$ cat src/rtl/if_stage_if.sv
// IF->ID handshake bundle: the fetch stage presents {inst,pc} plus an exception
// code, and decode answers with ds_allowin.
interface if_stage_if;
  logic        fs_to_ds_valid;
  logic        ds_allowin;
  logic [63:0] if_id_bus_out;
  logic [5:0]  exception_code_fd;

  modport master (
    output fs_to_ds_valid,
    output if_id_bus_out,
    output exception_code_fd,
    input  ds_allowin
  );

  modport slave (
    input  fs_to_ds_valid,
    input  if_id_bus_out,
    input  exception_code_fd,
    output ds_allowin
  );
endinterface

$ cat src/rtl/if_stage.sv
// Instruction-fetch stage of the 5-stage RV32 pipeline.
// Drives a 1-cycle synchronous instruction memory and buffers each returned
// {inst,pc} in a small FIFO that feeds decode. A fetch is only issued when
// the FIFO is guaranteed a free slot for its return (credit rule), so the
// buffer can never overflow. Branch/jump and trap/mret redirects flush the
// buffer and drop any read still in flight.
module if_stage #(
  parameter logic [31:0] RESET_PC   = 32'h0000_0000,
  parameter int          FIFO_DEPTH = 2,
  parameter logic [31:0] NOP_INST   = 32'h0000_0033
) (
  input  logic              clk,
  input  logic              rst_n,
  if_stage_if.master        ds,
  input  logic              br_jmp_flag,
  input  logic [31:0]       br_target,
  input  logic              trap_flag,
  input  logic [31:0]       trap_pc,
  output logic              imem_req,
  output logic [31:0]       imem_addr,
  input  logic [31:0]       imem_rdata
);

  localparam int PTR_W = (FIFO_DEPTH > 1) ? $clog2(FIFO_DEPTH) : 1;
  localparam int CNT_W = $clog2(FIFO_DEPTH + 1);

  localparam logic [PTR_W-1:0] PTR_LAST  = PTR_W'(FIFO_DEPTH - 1);
  localparam logic [CNT_W:0]   OCC_LIMIT = (CNT_W + 1)'(FIFO_DEPTH);
  localparam logic [5:0]       EXC_MISALIGNED = 6'b100000;

  typedef struct packed {
    logic [31:0] inst;
    logic [31:0] pc;
    logic [5:0]  exc;
  } fetch_entry_t;

  // Fetch-side state
  logic [31:0] pc_r;
  logic        inflight;
  logic [31:0] inflight_pc;
  logic        run_r;

  // Fetch buffer
  fetch_entry_t     fifo_mem [FIFO_DEPTH];
  logic [PTR_W-1:0] rd_ptr;
  logic [PTR_W-1:0] wr_ptr;
  logic [CNT_W-1:0] count;

  logic         redirect;
  logic [31:0]  target;
  logic         fifo_empty;
  logic         pop;
  logic         push;
  logic         issue;
  logic [CNT_W:0] occupancy;
  fetch_entry_t push_entry;
  fetch_entry_t head;

  function automatic logic [PTR_W-1:0] ptr_inc(input logic [PTR_W-1:0] p);
    return (p == PTR_LAST) ? '0 : p + PTR_W'(1);
  endfunction

  // Trap/mret outranks a simultaneous branch from EXE.
  assign redirect = trap_flag | br_jmp_flag;
  assign target   = trap_flag ? trap_pc : br_target;

  assign fifo_empty        = (count == '0);
  assign ds.fs_to_ds_valid = !fifo_empty && !redirect;
  assign pop               = ds.fs_to_ds_valid && ds.ds_allowin;

  // Slots already spoken for: buffered entries plus the read still returning.
  assign occupancy = {1'b0, count} + {{CNT_W{1'b0}}, inflight};

  // A pop this cycle frees a slot in time for the return next cycle.
  // run_r holds off the very first request until the cycle after reset.
  assign issue     = run_r && !redirect && ((occupancy < OCC_LIMIT) || pop);
  assign imem_req  = issue;
  assign imem_addr = {pc_r[31:2], 2'b00};

  assign push = inflight && !redirect;

  // Build the entry for the returning read; misaligned PCs become a NOP carrying an exception.
  // NOTE: every signal written in always_comb gets a default first, so no path leaves it unassigned and no latch is inferred.
  always_comb begin
    push_entry.inst = imem_rdata;
    push_entry.pc   = inflight_pc;
    push_entry.exc  = '0;
    if (inflight_pc[1:0] != 2'b00) begin
      push_entry.inst = NOP_INST;
      push_entry.exc  = EXC_MISALIGNED;
    end
  end

  // Decode sees all-zero payload whenever the buffer is empty.
  assign head                 = fifo_mem[rd_ptr];
  assign ds.if_id_bus_out     = fifo_empty ? 64'd0 : {head.inst, head.pc};
  assign ds.exception_code_fd = fifo_empty ? 6'd0  : head.exc;

  // PC generation and in-flight read tracking; a redirect restarts fetch at the target.
  // NOTE: sequential state uses non-blocking assignments so every flop samples pre-edge values.
  always_ff @(posedge clk or negedge rst_n) begin
    if (!rst_n) begin
      pc_r        <= RESET_PC;
      inflight    <= 1'b0;
      inflight_pc <= '0;
      run_r       <= 1'b0;
    end else begin
      run_r <= 1'b1;
      if (redirect) begin
        pc_r     <= target;
        inflight <= 1'b0;
      end else if (issue) begin
        inflight    <= 1'b1;
        inflight_pc <= pc_r;
        pc_r        <= pc_r + 32'd4;
      end else begin
        inflight <= 1'b0;
      end
    end
  end

  // Buffer pointers and occupancy; a redirect empties the buffer outright.
  always_ff @(posedge clk or negedge rst_n) begin
    if (!rst_n) begin
      rd_ptr <= '0;
      wr_ptr <= '0;
      count  <= '0;
    end else if (redirect) begin
      rd_ptr <= '0;
      wr_ptr <= '0;
      count  <= '0;
    end else begin
      if (push) wr_ptr <= ptr_inc(wr_ptr);
      if (pop)  rd_ptr <= ptr_inc(rd_ptr);
      case ({push, pop})
        2'b10:   count <= count + CNT_W'(1);
        2'b01:   count <= count - CNT_W'(1);
        default: count <= count;
      endcase
    end
  end

  // Buffer storage write port.
  // NOTE: the storage array has no reset; entries are only observed once count says they were written.
  always_ff @(posedge clk) begin
    if (push) fifo_mem[wr_ptr] <= push_entry;
  end

endmodule

$ cat src/flat_wrapper.sv
// flat-port wrapper written by rule: the top's interface ports become plain ports
module if_stage_flat 
#(
  parameter logic [31:0] RESET_PC   = 32'h0000_0000,
  parameter int          FIFO_DEPTH = 2,
  parameter logic [31:0] NOP_INST   = 32'h0000_0033
)
  (clk, rst_n, br_jmp_flag, br_target, trap_flag, trap_pc, imem_req, imem_addr, imem_rdata, ds_fs_to_ds_valid, ds_if_id_bus_out, ds_exception_code_fd, ds_ds_allowin);
  if_stage_if ds_i ();
  input  logic clk;
  input  logic rst_n;
  input  logic br_jmp_flag;
  input  logic [31:0] br_target;
  input  logic trap_flag;
  input  logic [31:0] trap_pc;
  output logic imem_req;
  output logic [31:0] imem_addr;
  input  logic [31:0] imem_rdata;
  output wire logic [$bits(ds_i.fs_to_ds_valid)-1:0] ds_fs_to_ds_valid;
  output wire logic [$bits(ds_i.if_id_bus_out)-1:0] ds_if_id_bus_out;
  output wire logic [$bits(ds_i.exception_code_fd)-1:0] ds_exception_code_fd;
  input wire logic [$bits(ds_i.ds_allowin)-1:0] ds_ds_allowin;
  assign ds_fs_to_ds_valid = ds_i.fs_to_ds_valid;
  assign ds_if_id_bus_out = ds_i.if_id_bus_out;
  assign ds_exception_code_fd = ds_i.exception_code_fd;
  assign ds_i.ds_allowin = ds_ds_allowin;
  if_stage #(.RESET_PC(RESET_PC), .FIFO_DEPTH(FIFO_DEPTH), .NOP_INST(NOP_INST)) u_core (.clk(clk), .rst_n(rst_n), .ds(ds_i), .br_jmp_flag(br_jmp_flag), .br_target(br_target), .trap_flag(trap_flag), .trap_pc(trap_pc), .imem_req(imem_req), .imem_addr(imem_addr), .imem_rdata(imem_rdata));
endmodule
$ cat config.mk
export PLATFORM = sky130hd
export DESIGN_NAME = if_stage_flat
export DESIGN_NICKNAME = d
export VERILOG_FILES = /design/src/rtl/if_stage_if.sv /design/src/rtl/if_stage.sv /design/src/flat_wrapper.sv
export SDC_FILE = /design/constraint.sdc
export NUM_CORES = 1
export LEC_CHECK = 0
export CORE_ASPECT_RATIO = 0.5
export CORE_MARGIN = 2
export CORE_UTILIZATION = 35
export CTS_BUF_LIST = sky130_fd_sc_hd__clkbuf_4 sky130_fd_sc_hd__clkbuf_8 sky130_fd_sc_hd__clkbuf_16
export CTS_CLUSTER_DIAMETER = 200
export DETAILED_ROUTE_END_ITERATION = 12
export PLACE_DENSITY = 0.58
export SYNTH_ARGS = -nofsm -noshare
export SYNTH_HDL_FRONTEND = slang
export SYNTH_SLANG_ARGS = --single-unit
export TNS_END_PERCENT = 50
$ cat constraint.sdc
create_clock -name clk -period 11.3 [get_ports clk]
set_clock_uncertainty 0.1 [all_clocks]
set_input_delay 1.13 -clock clk [delete_from_list [all_inputs] [get_ports clk]]
set_output_delay 1.13 -clock clk [all_outputs]
set_load 0.005 [all_outputs]
# --- After elaboration in Yosys (flattened, before gate mapping) ---
# Memory sizes are Yosys's and may differ from the RTL's.
# Cells that the tools add are included.
classes:
  n_addsub: 6
  magnitude_cmp: 1
  eq_ne: 2
  mux: 19
  bitwise: 2
  reduce_logical: 15
ops:
  columns: ["cell", "n"]
  rows:
  - ["32-bit two-way mux", 4]
  - ["64-bit two-way mux", 1]
  - ["32-bit by 3-bit adder with 32-bit output, second input constant", 1]
  - ["6-bit two-way mux", 2]
  - ["1-bit two-way mux", 10]
  - ["2-bit nonzero test", 4]
  - ["1-bit logical AND", 5]
  - ["2-bit case mux with 2 select lines", 1]
  - ["2-bit by 1-bit adder with 3-bit output", 1]
  - ["3-bit by 2-bit less-than comparator with 1-bit output, second input constant", 1]
  - ["3-bit nonzero test", 1]
  - ["1-bit adder, second input constant", 2]
  - ["2-bit by 1-bit adder with 2-bit output, second input constant", 1]
  - ["2-bit by 1-bit equality test with 1-bit output, second input constant", 1]
  - ["2-bit equality test, second input constant", 1]
  - ["1-bit zero test", 2]
  - ["2-bit zero test", 1]
  - ["2-bit two-way mux", 1]
  - ["2-bit AND reduction", 1]
  - ["2-bit by 1-bit subtractor with 2-bit output, second input constant", 1]
  - ["1-bit logical OR", 1]
  - ["1-bit inverter", 1]
  - ["1-bit bitwise OR", 1]
word_totals:
  reg_bits: 70
  mem_bits_rw: 140
  in_bits: 101
  output_inout_bits: 104
  elab_cells: 53
  memories: 1
mem_list:
  columns: ["memory", "depth", "width", "read_ports", "rd_ports_with_merged_regs", "write_ports", "line_no", "rtl"]
  rows:
  - ["u_core.fifo_mem", 2, 70, 1, 0, 1, "if_stage.sv:44", "fetch_entry_t fifo_mem [FIFO_DEPTH];"]

# --- Logic depth before layout (Yosys ltp) ---
logic_depth:
  word_depth: 8
  ltp_mapped: 9
  ltp_nobuf: 7

# --- Least setup slack after synthesis ---
# Ideal clock, no wire load.
synth_path:
  path_kind: "input port to flip-flop"
  startpoint: "input port br_jmp_flag"
  endpoint: "memory u_core.fifo_mem[0][10] (netlist name), enable pin"
  setup_time_ns: 0.488
  arrival_ns: 4.391
  t_required_ns: 10.712
  path_slack_ns: 6.321
  stages: 4
  path_buffers: 1
  path_cell_list: "nor2_4 > buf_1 > nand2_1 > nor2_1"
synth_via:
  elab_chain_len: 5
synth_rtl:
  columns: ["item", "line_no", "rtl"]
  rows:
  - ["from (decl)", "flat_wrapper.sv:12", "input logic br_jmp_flag;"]
  - ["1-bit bitwise OR", "if_stage.sv:64", "assign redirect = trap_flag | br_jmp_flag;"]
  - ["1-bit zero test", "if_stage.sv:80", "assign push = inflight && !redirect;"]
  - ["1-bit logical AND", "if_stage.sv:80", null]
  - ["1-bit two-way mux", "if_stage.sv:146", "if (push) fifo_mem[wr_ptr] <= push_entry;"]
  - ["1-bit two-way mux (not written as such)", "if_stage.sv:146", null]
  - ["to (decl)", "if_stage.sv:44", null]
# Every way passes these cells.

# --- Worst setup path in the final report ---
layout_path:
  startpoint: "input port br_jmp_flag"
  endpoint: "output port imem_req"
layout_via:
  elab_chain_len: 6
  elab_cells_between_ends: 7
  cone_classes: "1 x bitwise; 6 x reduce/logical"
layout_rtl:
  columns: ["item", "line_no", "rtl"]
  rows:
  - ["1-bit bitwise OR *", "if_stage.sv:64", null]
  - ["1-bit zero test *", "if_stage.sv:68, if_stage.sv:76", null]
  - ["1-bit logical AND", "if_stage.sv:68", "assign ds.fs_to_ds_valid = !fifo_empty && !redirect;"]
  - ["1-bit logical AND", "if_stage.sv:69", "assign pop = ds.fs_to_ds_valid && ds.ds_allowin;"]
  - ["1-bit logical OR", "if_stage.sv:76", "assign issue = run_r && !redirect && ((occupancy < OCC_LIMIT) || pop);"]
  - ["1-bit logical AND *", "if_stage.sv:76", null]
  - ["to (decl)", "flat_wrapper.sv:16", "output logic imem_req;"]
# Every way passes the cells marked *; elsewhere a longest branch is shown, timed or not.

==> out/metrics.yaml <==
synthesis:
  synth_common_cells: "edfxtp_1, nor2_1, dfrtp_1, mux2i_1, buf_4"
  synth-compound-area-share: 0.05159
  ys_seq_elements: 200
  ys.flop_type: "edfxtp_1"
  synth_fa_ha_area_frac: 0.002774
  synth_mux_area_frac: 0.1155
  yosysTopAreaCellShare: 0.4327
  yosysSeqAreaShare: 0.6268
  ys_top_cells_by_area: "edfxtp_1, dfrtp_1, mux2i_1"
  synth_edf_count: 130
  netlist_area_um2: 9022
  synth_top_area_cell: "edfxtp_1"
  synth_top_family_by_area: "simple AND/OR/NAND/NOR gates"
  yosysMostFrequentCell: "edfxtp_1"
  synthDistinctLibCells: 56
  yosysWarningCount: 0
  syn_avg_cell_area_um2: 12.94
  synthCells: 697
  synthSimpleGateAreaFrac: 0.1269
  yosys.area_share.xor_xnor: 0.02524
  synthArstFlopShare: 0.3500
placement:
  dp_cells: 1173
  hpwlAfterDp_um: 14430
  pre_cts_slack_ps: 6216
  placed_area_um2: 11070
  place_congestion: 0.7989
  io_buffers: 197
worst_setup_path:
  critPathKind: "in -> out"
  r2r_start: "u_core.count[0]$_DFFE_PN0P_"
  path_cells: "clkdlybuf4s50_1 > nor2_4 > a32oi_1 > buf_4 > nor2_4 > clkdlybuf4s50_1"
  worstSetupStartpointType: "input pin"
  worst-r2r-cell-count: 7
  rrSetupSlack_ps: 8640
  cp_max_fo: 43
  cp_slowest_cell: "nor2_4"
  path_delay_family: "buffers and inverters"
  end_kind: "output pin"
  r2r-end: "u_core.count[1]$_DFFE_PN0P_"
  crit_arrival_ps: 3900
  crit_buf_inv: 3
  critPathRequiredTime_ps: 10070
  slowest_delay_ps: 900
finish:
  multi_input_area_um2: 2963
  final_nets: 951
  n_fill_cell: 2318
  final_cell_area_um2: 11660
  finalNonFillerCells: 1205
  diodes: 0
  area_delta_synth_final_pct: 29.23
  final_util: 0.4620
  drive_above_1_share: 0.09756
  seq_area_um2: 5659
grt:
  grt_pass1_vias: 5877
  track_usage: 0.1637
  grt_pass1_wl_um: 34240
  overflow: 0
  grt_max_degree: 71
  antenna_found_initial: 0
floorplan:
  die_w_um: 231.1
  boundaryPins: 205
  die_h_um: 117.5
  initial_core_util: 0.3575
  row_count: 41
  coreArea_um2: 25240
  dieArea_um2: 27160
clocking:
  clock_path_buffers: 2
  clock-root-buffer: "clkbuf_16"
  cts_hold_buf: 0
  post-cts-setup-buffers: 0
  htree_levels: 4
  cts_resized: 0
  cts.reportedPaths.clkPinSlew_ps: 80
  cts_buffers: 17
  clkSinkCount: 200
  cts_tree: "done"
  clkLatencyLatePin_ps: 440
job:
  maxCapViolCount: 0
hold_path:
  whs_endpoint: "u_core.fifo_mem[0][11]$_DFFE_PP_"
  hold_class: "reg -> reg"
  min_from: "u_core.inflight_pc[5]$_DFFE_PN0P_"
  hold_depth: 0
route:
  dr_wl_met3_um: 748
  met1Wirelength_um: 10010
  first_pass_iters: 4
  ant_nets: 0
  routedWlPerCell_um: 18.07
  wirelength_um: 21780
  highest_layer: "met4"
  drtIter0Drc: 328
  viasPerCell: 4.840
  route.vias.total: 5832
  wl_met2_um: 10740
  drc: 0
timing:
  slew_headroom: 0.3051
  fmax_mhz: 195.1
  period_needed_ps: 5126
  tightest_slew_ps: 1041
  setup_viol: 0
  layout_setup_ws_ps: 6174
  grt_setup_unrepaired: "no"
  fin_setup_tns_ps: 0
  hold_viol_final: 0
  finalMaxSlewViolations: 0
  period_share: 0.4536
power_and_ir_drop:
  pwr_density_cell_nw_per_um2: 145.3
  power.leakage_nw: 3.899
  max-vdd-ir-drop_v: 0.0001039
outcome:
  status: "complete, no violations"
## routing by layer
metal / global-route usage / vias to the layer above
li1: - / 2794
met1: 0.2223 / 2898
met2: 0.2680 / 118
met3: 0.02641 / 22
met4: 0.05484 / 0
met5: 0 / -
## power by group
| group | switching [mW] | leakage (nW) | internal [mW] |
|---|---|---|---|
| Clock | 0.288 | 0.288 | 0.324 |
| Combinational | 0.0767 | 1.60 | 0.105 |
| Sequential | 0.0521 | 2.01 | 0.849 |
## worst max path at each step
stage	start	to	slack (ps)	cells past startpoint
finish	br_jmp_flag	imem_req	6170	6
global route	br_jmp_flag	imem_req	5970	6
CTS	br_jmp_flag	imem_req	6180	6
detailed placement	br_jmp_flag	imem_req	6220	6
global placement	br_jmp_flag	imem_req	6260	6
floorplan	br_jmp_flag	u_core.fifo_mem[0][10]$_DFFE_PP_	6320	4
## state kept, by name (all words and copies together) (netlist names)
| name | cells |
|---|---|
| u_core.fifo_mem | 130 |
| u_core.inflight_pc | 32 |
| u_core.pc_r | 32 |
| u_core.count | 2 |
| u_core.inflight | 1 |
| u_core.rd_ptr | 1 |
| u_core.run_r | 1 |
| u_core.wr_ptr | 1 |
## per-stage QoR
step / power [mW] / hold WS [ps]
5_1_grt: 1.761 / 385.7
3_5_place_dp: 1.100 / 351.5
2_1_floorplan: 1.008 / 338.2
3_3_place_gp: 1.093 / 346.5
4_1_cts: 1.713 / 370.0
6_report: 1.694 / 367.3
## worst register-to-register path: stages (launching register included)
cell and delay, ps:
dfrtp_1 470, nor2_4 130, buf_4 600, nor2_1 220, and2_1 230, ha_1 310, or3_1 380, a21oi_1 150
## cell families after synthesis
kind of cell               after synthesis
AOI/OAI and AO/OA                       73
xor gates and xnor gates                26
adders and majority gates                2
buffers and inverters                   80
DFF                                    200
muxes                                  100
other                                    2
and+or+nand+nor                        214
## final cells by class
cell class | instances | area share
Sequential cell | 200 | 0.4854
Multi-Input combinational cell | 423 | 0.2541
Timing Repair Buffer | 203 | 0.1723
Clock inverter | 14 | 0.01170
Tap cell | 344 | 0.03691
Inverter | 3 | 0.0009658
Clock buffer | 18 | 0.03863
## placed cells by master, fill, tap and decap left out, types with 3 or more instances in the layout
master / netlist / routed
clkdlybuf4s50_1: 0 / 195
buf_4: 37 / 7
inv_6: 0 / 4
mux2i_1: 67 / 67
and2_1: 31 / 31
conb_1: 2 / 8
a211oi_1: 17 / 17
nor2b_1: 19 / 19
and4_1: 7 / 7
inv_8: 0 / 3
xor2_1: 7 / 7
o21ai_0: 9 / 9
clkbuf_16: 0 / 18
a21oi_1: 23 / 23
dfrtp_1: 70 / 69
or3_1: 6 / 6
mux2_2: 33 / 33
xnor2_1: 19 / 19
o22ai_1: 7 / 7
nor2_1: 78 / 75
o31ai_1: 3 / 3
nor4_1: 12 / 12
nor2_4: 1 / 4
nand4_1: 11 / 11
nand3_1: 8 / 8
a22oi_1: 3 / 3
edfxtp_1: 130 / 130
nand2_1: 15 / 15
nor3_1: 8 / 8
clkinv_1: 1 / 3
No activity file was read; power rests on OpenSTA's default activity.
